==> config.mk <==
export PLATFORM = sky130hd
export DESIGN_NAME = picomips_sequencer_flat
export DESIGN_NICKNAME = d
export VERILOG_FILES = /design/src/rtl/picomips_sequencer_if.sv /design/src/rtl/picomips_sequencer.sv /design/src/flat_wrapper.sv
export SDC_FILE = /design/constraint.sdc
export NUM_CORES = 1
export LEC_CHECK = 0
export ABC_CLOCK_PERIOD_IN_PS = 2570
export CORE_MARGIN = 5
export CORE_UTILIZATION = 30
export DETAILED_ROUTE_END_ITERATION = 8
export DONT_BUFFER_PORTS = 1
export HOLD_SLACK_MARGIN = 0.1
export PLACE_DENSITY = 0.45
export SYNTH_ARGS = -nofsm -noshare
export SYNTH_HDL_FRONTEND = slang
export SYNTH_SLANG_ARGS = --single-unit
==> constraint.sdc <==
create_clock -name clk -period 2.57 [get_ports clk]
set_input_delay 0.1285 -clock clk [delete_from_list [all_inputs] [get_ports clk]]
set_output_delay 0.1285 -clock clk [all_outputs]
set_load 0.02 [all_outputs]
==> src/rtl/picomips_sequencer_if.sv <==
// Bus between the picoMIPS sequencer and its ROM / datapath: instruction fetch,
// the handshake switch, and all decoded control outputs.
interface picomips_sequencer_if #(
  parameter int DATA_WIDTH = 8,
  parameter int ADDR_WIDTH = 5,
  parameter int PMEM_WIDTH = 5,
  parameter int INST_WIDTH = 6
) ();
  localparam int IW = INST_WIDTH + 2 * ADDR_WIDTH + DATA_WIDTH;

  logic [IW-1:0]         instr;
  logic                  sw8;
  logic [PMEM_WIDTH-1:0] pc;
  logic [ADDR_WIDTH-1:0] rs_addr;
  logic [ADDR_WIDTH-1:0] rt_addr;
  logic [ADDR_WIDTH-1:0] rd_addr;
  logic [DATA_WIDTH-1:0] imm;
  logic                  alu_mul;
  logic                  alu_b_imm;
  logic [1:0]            wr_src;
  logic                  reg_we;
  logic                  led_we;
  logic                  waiting;

  modport master (
    input  instr, sw8,
    output pc, rs_addr, rt_addr, rd_addr, imm, alu_mul, alu_b_imm,
           wr_src, reg_we, led_we, waiting
  );

  modport slave (
    output instr, sw8,
    input  pc, rs_addr, rt_addr, rd_addr, imm, alu_mul, alu_b_imm,
           wr_src, reg_we, led_we, waiting
  );
endinterface

==> src/rtl/picomips_sequencer.sv <==
// picoMIPS instruction sequencer: pc, RUN/WAIT handshake FSM on a synchronised
// switch, and combinational decode of the current instruction word.
module picomips_sequencer #(
  parameter int DATA_WIDTH = 8,
  parameter int ADDR_WIDTH = 5,
  parameter int PMEM_WIDTH = 5,
  parameter int INST_WIDTH = 6
) (
  input  logic                  clk,
  input  logic                  nReset,
  picomips_sequencer_if.master  bus
);
  localparam int IW     = INST_WIDTH + 2 * ADDR_WIDTH + DATA_WIDTH;
  localparam int OP_MSB = IW - 1;
  localparam int RS_MSB = IW - INST_WIDTH - 1;
  localparam int RD_MSB = DATA_WIDTH + ADDR_WIDTH - 1;

  typedef enum logic {ST_RUN, ST_WAIT} state_e;

  typedef enum logic [INST_WIDTH-1:0] {
    OP_ADD = INST_WIDTH'(0),
    OP_ADI = INST_WIDTH'(1),
    OP_MUL = INST_WIDTH'(2),
    OP_MLI = INST_WIDTH'(3),
    OP_NXX = INST_WIDTH'(4),
    OP_LXX = INST_WIDTH'(5)
  } opcode_e;

  state_e                state_q, state_d;
  logic [PMEM_WIDTH-1:0] pc_q, pc_d;
  logic                  sw_meta_q, sw_meta_d;
  logic                  sw_s_q, sw_s_d;

  logic [INST_WIDTH-1:0] op_fld;
  logic [ADDR_WIDTH-1:0] rs_fld, rd_fld;
  logic                  wr, led, is_wait, pol, advance;

  assign op_fld = bus.instr[OP_MSB -: INST_WIDTH];
  assign rs_fld = bus.instr[RS_MSB -: ADDR_WIDTH];
  assign rd_fld = bus.instr[RD_MSB -: ADDR_WIDTH];

  assign bus.rs_addr = rs_fld;
  assign bus.rt_addr = bus.instr[ADDR_WIDTH-1:0];
  assign bus.imm     = bus.instr[DATA_WIDTH-1:0];
  assign bus.pc      = pc_q;

  assign sw_meta_d = bus.sw8;
  assign sw_s_d    = sw_meta_q;

  always_comb begin
    wr            = 1'b0;
    led           = 1'b0;
    is_wait       = 1'b0;
    pol           = 1'b0;
    bus.alu_mul   = 1'b0;
    bus.alu_b_imm = 1'b0;
    bus.wr_src    = 2'b00;
    bus.rd_addr   = rd_fld;
    case (op_fld)
      OP_ADD: wr = 1'b1;
      OP_ADI: begin
        wr            = 1'b1;
        bus.alu_b_imm = 1'b1;
      end
      OP_MUL: begin
        wr          = 1'b1;
        bus.alu_mul = 1'b1;
      end
      OP_MLI: begin
        wr            = 1'b1;
        bus.alu_mul   = 1'b1;
        bus.alu_b_imm = 1'b1;
      end
      OP_NXX: begin
        is_wait = bus.instr[RS_MSB-1];
        pol     = bus.instr[RS_MSB-2];
      end
      OP_LXX: begin
        // Loads and LED take their register from the rs field.
        bus.rd_addr = rs_fld;
        if (bus.instr[RD_MSB]) begin
          is_wait = 1'b1;
          led     = 1'b1;
          pol     = bus.instr[RD_MSB-1];
        end else begin
          wr         = 1'b1;
          bus.wr_src = bus.instr[RD_MSB-1] ? 2'b10 : 2'b01;
        end
      end
      default: ;
    endcase
  end

  always_comb begin
    pc_d        = pc_q;
    state_d     = state_q;
    bus.reg_we  = 1'b0;
    bus.led_we  = 1'b0;
    bus.waiting = 1'b0;
    advance     = !is_wait || (sw_s_q == pol);
    if (advance) begin
      pc_d    = pc_q + PMEM_WIDTH'(1);
      state_d = ST_RUN;
    end else begin
      state_d = ST_WAIT;
    end
    if (state_q == ST_RUN) begin
      bus.reg_we = wr;
      bus.led_we = led;
    end else begin
      bus.waiting = 1'b1;
    end
    if (!nReset) begin
      bus.reg_we  = 1'b0;
      bus.led_we  = 1'b0;
      bus.waiting = 1'b0;
    end
  end

  always_ff @(posedge clk) begin
    if (!nReset) begin
      pc_q      <= '0;
      state_q   <= ST_RUN;
      sw_meta_q <= 1'b0;
      sw_s_q    <= 1'b0;
    end else begin
      pc_q      <= pc_d;
      state_q   <= state_d;
      sw_meta_q <= sw_meta_d;
      sw_s_q    <= sw_s_d;
    end
  end
endmodule

==> src/flat_wrapper.sv <==
// flat-port wrapper written by rule: the top's interface ports become plain ports
module picomips_sequencer_flat 
#(
  parameter int DATA_WIDTH = 8,
  parameter int ADDR_WIDTH = 5,
  parameter int PMEM_WIDTH = 5,
  parameter int INST_WIDTH = 6
)
  (clk, nReset, bus_instr, bus_sw8, bus_pc, bus_rs_addr, bus_rt_addr, bus_rd_addr, bus_imm, bus_alu_mul, bus_alu_b_imm, bus_wr_src, bus_reg_we, bus_led_we, bus_waiting);
  picomips_sequencer_if #(.DATA_WIDTH(DATA_WIDTH), .ADDR_WIDTH(ADDR_WIDTH), .PMEM_WIDTH(PMEM_WIDTH), .INST_WIDTH(INST_WIDTH)) bus_i ();
  input  logic clk;
  input  logic nReset;
  input wire logic [$bits(bus_i.instr)-1:0] bus_instr;
  input wire logic [$bits(bus_i.sw8)-1:0] bus_sw8;
  output wire logic [$bits(bus_i.pc)-1:0] bus_pc;
  output wire logic [$bits(bus_i.rs_addr)-1:0] bus_rs_addr;
  output wire logic [$bits(bus_i.rt_addr)-1:0] bus_rt_addr;
  output wire logic [$bits(bus_i.rd_addr)-1:0] bus_rd_addr;
  output wire logic [$bits(bus_i.imm)-1:0] bus_imm;
  output wire logic [$bits(bus_i.alu_mul)-1:0] bus_alu_mul;
  output wire logic [$bits(bus_i.alu_b_imm)-1:0] bus_alu_b_imm;
  output wire logic [$bits(bus_i.wr_src)-1:0] bus_wr_src;
  output wire logic [$bits(bus_i.reg_we)-1:0] bus_reg_we;
  output wire logic [$bits(bus_i.led_we)-1:0] bus_led_we;
  output wire logic [$bits(bus_i.waiting)-1:0] bus_waiting;
  assign bus_i.instr = bus_instr;
  assign bus_i.sw8 = bus_sw8;
  assign bus_pc = bus_i.pc;
  assign bus_rs_addr = bus_i.rs_addr;
  assign bus_rt_addr = bus_i.rt_addr;
  assign bus_rd_addr = bus_i.rd_addr;
  assign bus_imm = bus_i.imm;
  assign bus_alu_mul = bus_i.alu_mul;
  assign bus_alu_b_imm = bus_i.alu_b_imm;
  assign bus_wr_src = bus_i.wr_src;
  assign bus_reg_we = bus_i.reg_we;
  assign bus_led_we = bus_i.led_we;
  assign bus_waiting = bus_i.waiting;
  picomips_sequencer #(.DATA_WIDTH(DATA_WIDTH), .ADDR_WIDTH(ADDR_WIDTH), .PMEM_WIDTH(PMEM_WIDTH), .INST_WIDTH(INST_WIDTH)) u_core (.clk(clk), .nReset(nReset), .bus(bus_i));
endmodule
Yosys cells after proc, flatten, opt, wreduce, memory -nomap -nowiden
Index checks and enable logic that the tools add are counted.

Word-level logic and storage cells: 37. Flip-flop bits (word level): 8. Input bits: 27. Output and inout port bits: 35.

Add/subtract/negate cells: 1. Equality and inequality tests: 6. Mux-type cells: 20. Reductions and logical operators: 6.

Operators by type and width (count): two-way mux 1 bit (13); == test 6 x 2 -> 1 bit, second input constant (2); == test 6 x 3 -> 1 bit, second input constant (2); == test 6 x 1 -> 1 bit, second input constant (1); logical NOT 6 bit (1); two-way mux 2 bit (3); case mux 1 bit (2 select lines) (3); adder 5 x 1 -> 5 bit, second input constant (1); two-way mux 5 bit (1); OR reduction 2 bit (2); OR reduction 4 bit (1); == test 1 bit (1); logical NOT 1 bit (1); logical OR 1 bit (1).

Longest topological paths before layout
Depth in word-level cells: 5. Depth in mapped cells: 5. Mapped depth without buffers: 4.

Worst setup path after synthesis
No wires, ideal clock.

Kind: input-to-output. Start: in bus_instr[21]. End: out bus_wr_src[0]. Cell stages on the path: 4. Buffers on the path: 1. Arrival: 1.485 ns. Data required time: 2.441 ns. Setup slack: 0.957 ns. Cell sequence: or3_4 -> or3_1 -> buf_6 -> nor3_1.

Longest elaborated chain between the ends: 2.

Ends and longest elaborated chain: from (decl) (RTL line flat_wrapper.sv:13) `input wire logic [$bits(bus_i.instr)-1:0] bus_instr;`; == test 6 x 3 -> 1 bit (RTL line picomips_sequencer.sv:59) `case (op_fld)`; two-way mux 2 bit (RTL line picomips_sequencer.sv:59); to (decl) (RTL line flat_wrapper.sv:22) `output wire logic [$bits(bus_i.wr_src)-1:0] bus_wr_src;`.

No other way between the ends.

Worst setup path after layout
Same ends and word-level chain as after synthesis.

==> metrics.txt <==
status finished, final reports clean; Yosys top cell area share 22.78%; Place WS 0.8168 ns; Setup-failing EPs final 0; Post-DP HPWL 1129 um; width of the die 58.42 um; post-synth design cell area 703.2 sq um; Leakage 0.2697 nW; P&R area growth vs syn -9.608%; Placement Cell Area 583.1 sq um; final worst-path cycle share 68.03%; CP max-delay cell or3_1; crit path cell chain or3_4 > or3_1 > nor3_1; first-pass GRT wire length 2270 um; Die ar. 3412 sq um; delay-heaviest family, CP simple AND/OR/NAND/NOR gates; Mapped Nets 112; critical path's largest stage delay 0.55 ns; Layout fillers 241; WL/cell 15.33 um; DIE HEIGHT 58.42 um; clock transition time at the flip-flop clock pins of the worst setup and hold paths 0.06 ns; Fmax achieved 0.5720 GHz; Finished Layout Cells 97; Clk Latency, worst-skew pair 0.26 ns; fin util 28.46%; Design Power 0.2890 mW; Synth cell types 30; crit path buf inv count 0; Worst EP arrival 1.62 ns; Final Cell Area 635.6 sq um; hold_ws 0.1879 ns; Seq cells post-synth 8; Final nets 99; Power Dens Cells 454.7 nW/um^2; worst vdd ir 160.2 uV; FF+latch area 160.2 sq um; Synth Instances 84; Rows 17; Synth area leader dfxtp_1; Vias/cell 5.113; cts repair resizes 0; DRC 0; Hold Crit Class in2reg; Core Box Area 2233 sq um; Root Driver clkbuf_4; RD Place Congestion 0.7047; multi-input combinational cell area 380.4 sq um; Crit Path Max Fanout 8; Worst Setup End Kind output pin; Antenna diodes 0; Tmin final 1.748 ns; clk buf depth 2; DRT Wirelength 1487 um; Setup TNS Final 0 ns; DRT Pass-1 Iters 4; placed cells 91; largest net degree at the start of global routing 10; Startpoint Class input pin; warnings from Yosys 0; Max Transition Viols Final 0; Iter 0 DRT Violations 8; io pins 62; max-cap viol count 0; Final ANT Viol Nets 0; grt ovf 0; critical path required time 2.44 ns; H-tree levels 1; slew margin rel. 56.26%; Initial Utilization 31.48%; Total GRT Usage 8.704%; worst-margin pin slew 0.6562 ns; sequential area share after synthesis 22.78%; CTS Buf Count 3; Sink Count 8; ratio of cells with drive above 1 in the final layout 13.04%; vias in the first global route 494; syn avg cell area 8.371 sq um; via count 496; main area contributors after synthesis dfxtp_1 23%, buf_4 19%, mux2_4 11%, and2_1 6.2%, nand2_1 3.7%; final hold violations 0; initial antenna violation count 0; RSZ-0062 raised after global routing no; final setup margin 0.8216 ns; TritonCTS clock tree yes; Clock Skew 0.008357 ns; number of port buffers 0; critical path type in2out
area by class of cell:
type | count | share of cell area (%)
multi-input combinational | 53 | 59.84
clock buffer | 3 | 3.543
tap | 28 | 5.512
timing repair buffer | 3 | 4.724
inverter | 2 | 1.181
sequential | 8 | 25.20
synthesized netlist by cell type:
library cell and number:
buf_4 18, dfxtp_1 8, and2_1 7, nand2_1 7, mux2_4 5, nor2_1 4
nor3_1 4, nand3_1 3, and3b_1 2, inv_1 2, mux2i_1 2, nand3b_1 2
or3_1 2, xor2_1 2, a21oi_1 1, a32oi_1 1, and3_1 1, buf_6 1
clkbuf_1 1, clkbuf_2 1, ha_1 1, nand2b_1 1, nor2b_1 1, nor3b_1 1
o211a_1 1, o21ai_0 1, o221ai_1 1, o311ai_0 1, or2_0 1, or3_4 1
worst paths after layout:
path                                                   from                            end  slack, ns  cells after the start
worst min register to register  u_core.sw_meta_q$_SDFF_PN0_       u_core.sw_s_q$_SDFF_PN0_       0.44                      1
worst max register to register     u_core.sw_s_q$_SDFF_PN0_      u_core.state_q$_SDFF_PN0_       1.08                      4
worst min-delay path                                 nReset  u_core.bus.pc[2]$_SDFFE_PN0P_       0.19                      4
worst max-delay path                          bus_instr[21]                  bus_wr_src[0]       0.82                      3
logic make-up after synthesis:
kind of cell	count (synthesis)	synth area share (%)
compound gates	6	6.583
xor+xnor	2	2.492
fa+ha+maj	1	1.779
buf+inv	23	23.13
flops	8	22.78
mux	7	13.52
simple gates	37	29.72
layout by cell type (no fill, tap or decap), drive strengths merged:
| master | netlist | routed |
|---|---|---|
| inv | 2 | 2 |
| nor3b | 1 | 1 |
| nand3 | 3 | 3 |
| nor2 | 4 | 4 |
| or3 | 3 | 3 |
| o21ai | 1 | 1 |
| o211a | 1 | 1 |
| xor2 | 2 | 2 |
| ha | 1 | 1 |
| o311ai | 1 | 1 |
| o221ai | 1 | 1 |
| nor3 | 4 | 4 |
| dfxtp | 8 | 8 |
| mux2 | 5 | 5 |
| and2 | 7 | 7 |
| mux2i | 2 | 2 |
| and3b | 2 | 2 |
| clkbuf | 2 | 3 |
| nand3b | 2 | 2 |
| nand2 | 7 | 7 |
| a21oi | 1 | 1 |
| a32oi | 1 | 1 |
| nand2b | 1 | 1 |
| and3 | 1 | 1 |
| or2 | 1 | 1 |
| nor2b | 1 | 1 |
| dlygate4sd3 | 0 | 3 |
state kept, by name, summed over array words and instances (netlist names):
signal            cells
u_core.bus.pc         5
u_core.sw_meta_q      1
u_core.sw_s_q         1
u_core.state_q        1
what timing repair did:
item / 4_1_cts / 5_1_grt
hold buffers: 3 / 0
hold endpoints to repair: 8 / 0
buffers inserted: 0 / 0
worst min-delay path, cell delays in order:
cell     delay [ns]
nand2_1        0.04
nor3_1         0.04
mux2i_1        0.11
nand3_1        0.07
per-layer routing:
metal / vias up / GRT usage, % / share of wire [%]
li1: 241 / - / -
met1: 223 / 9.103 / 38
met2: 26 / 13.88 / 48
met3: 6 / 3.947 / 13
met4: 0 / 5.960 / 1.1
met5: - / 0 / 0
where the power goes:
group | internal, mW | leakage (nW) | switching [mW]
combinational | 0.0214 | 0.190 | 0.0230
sequential | 0.131 | 0.0656 | 0.0143
clock | 0.0537 | 0.0138 | 0.0460
Note: power is estimated with default switching activity, not from simulation.
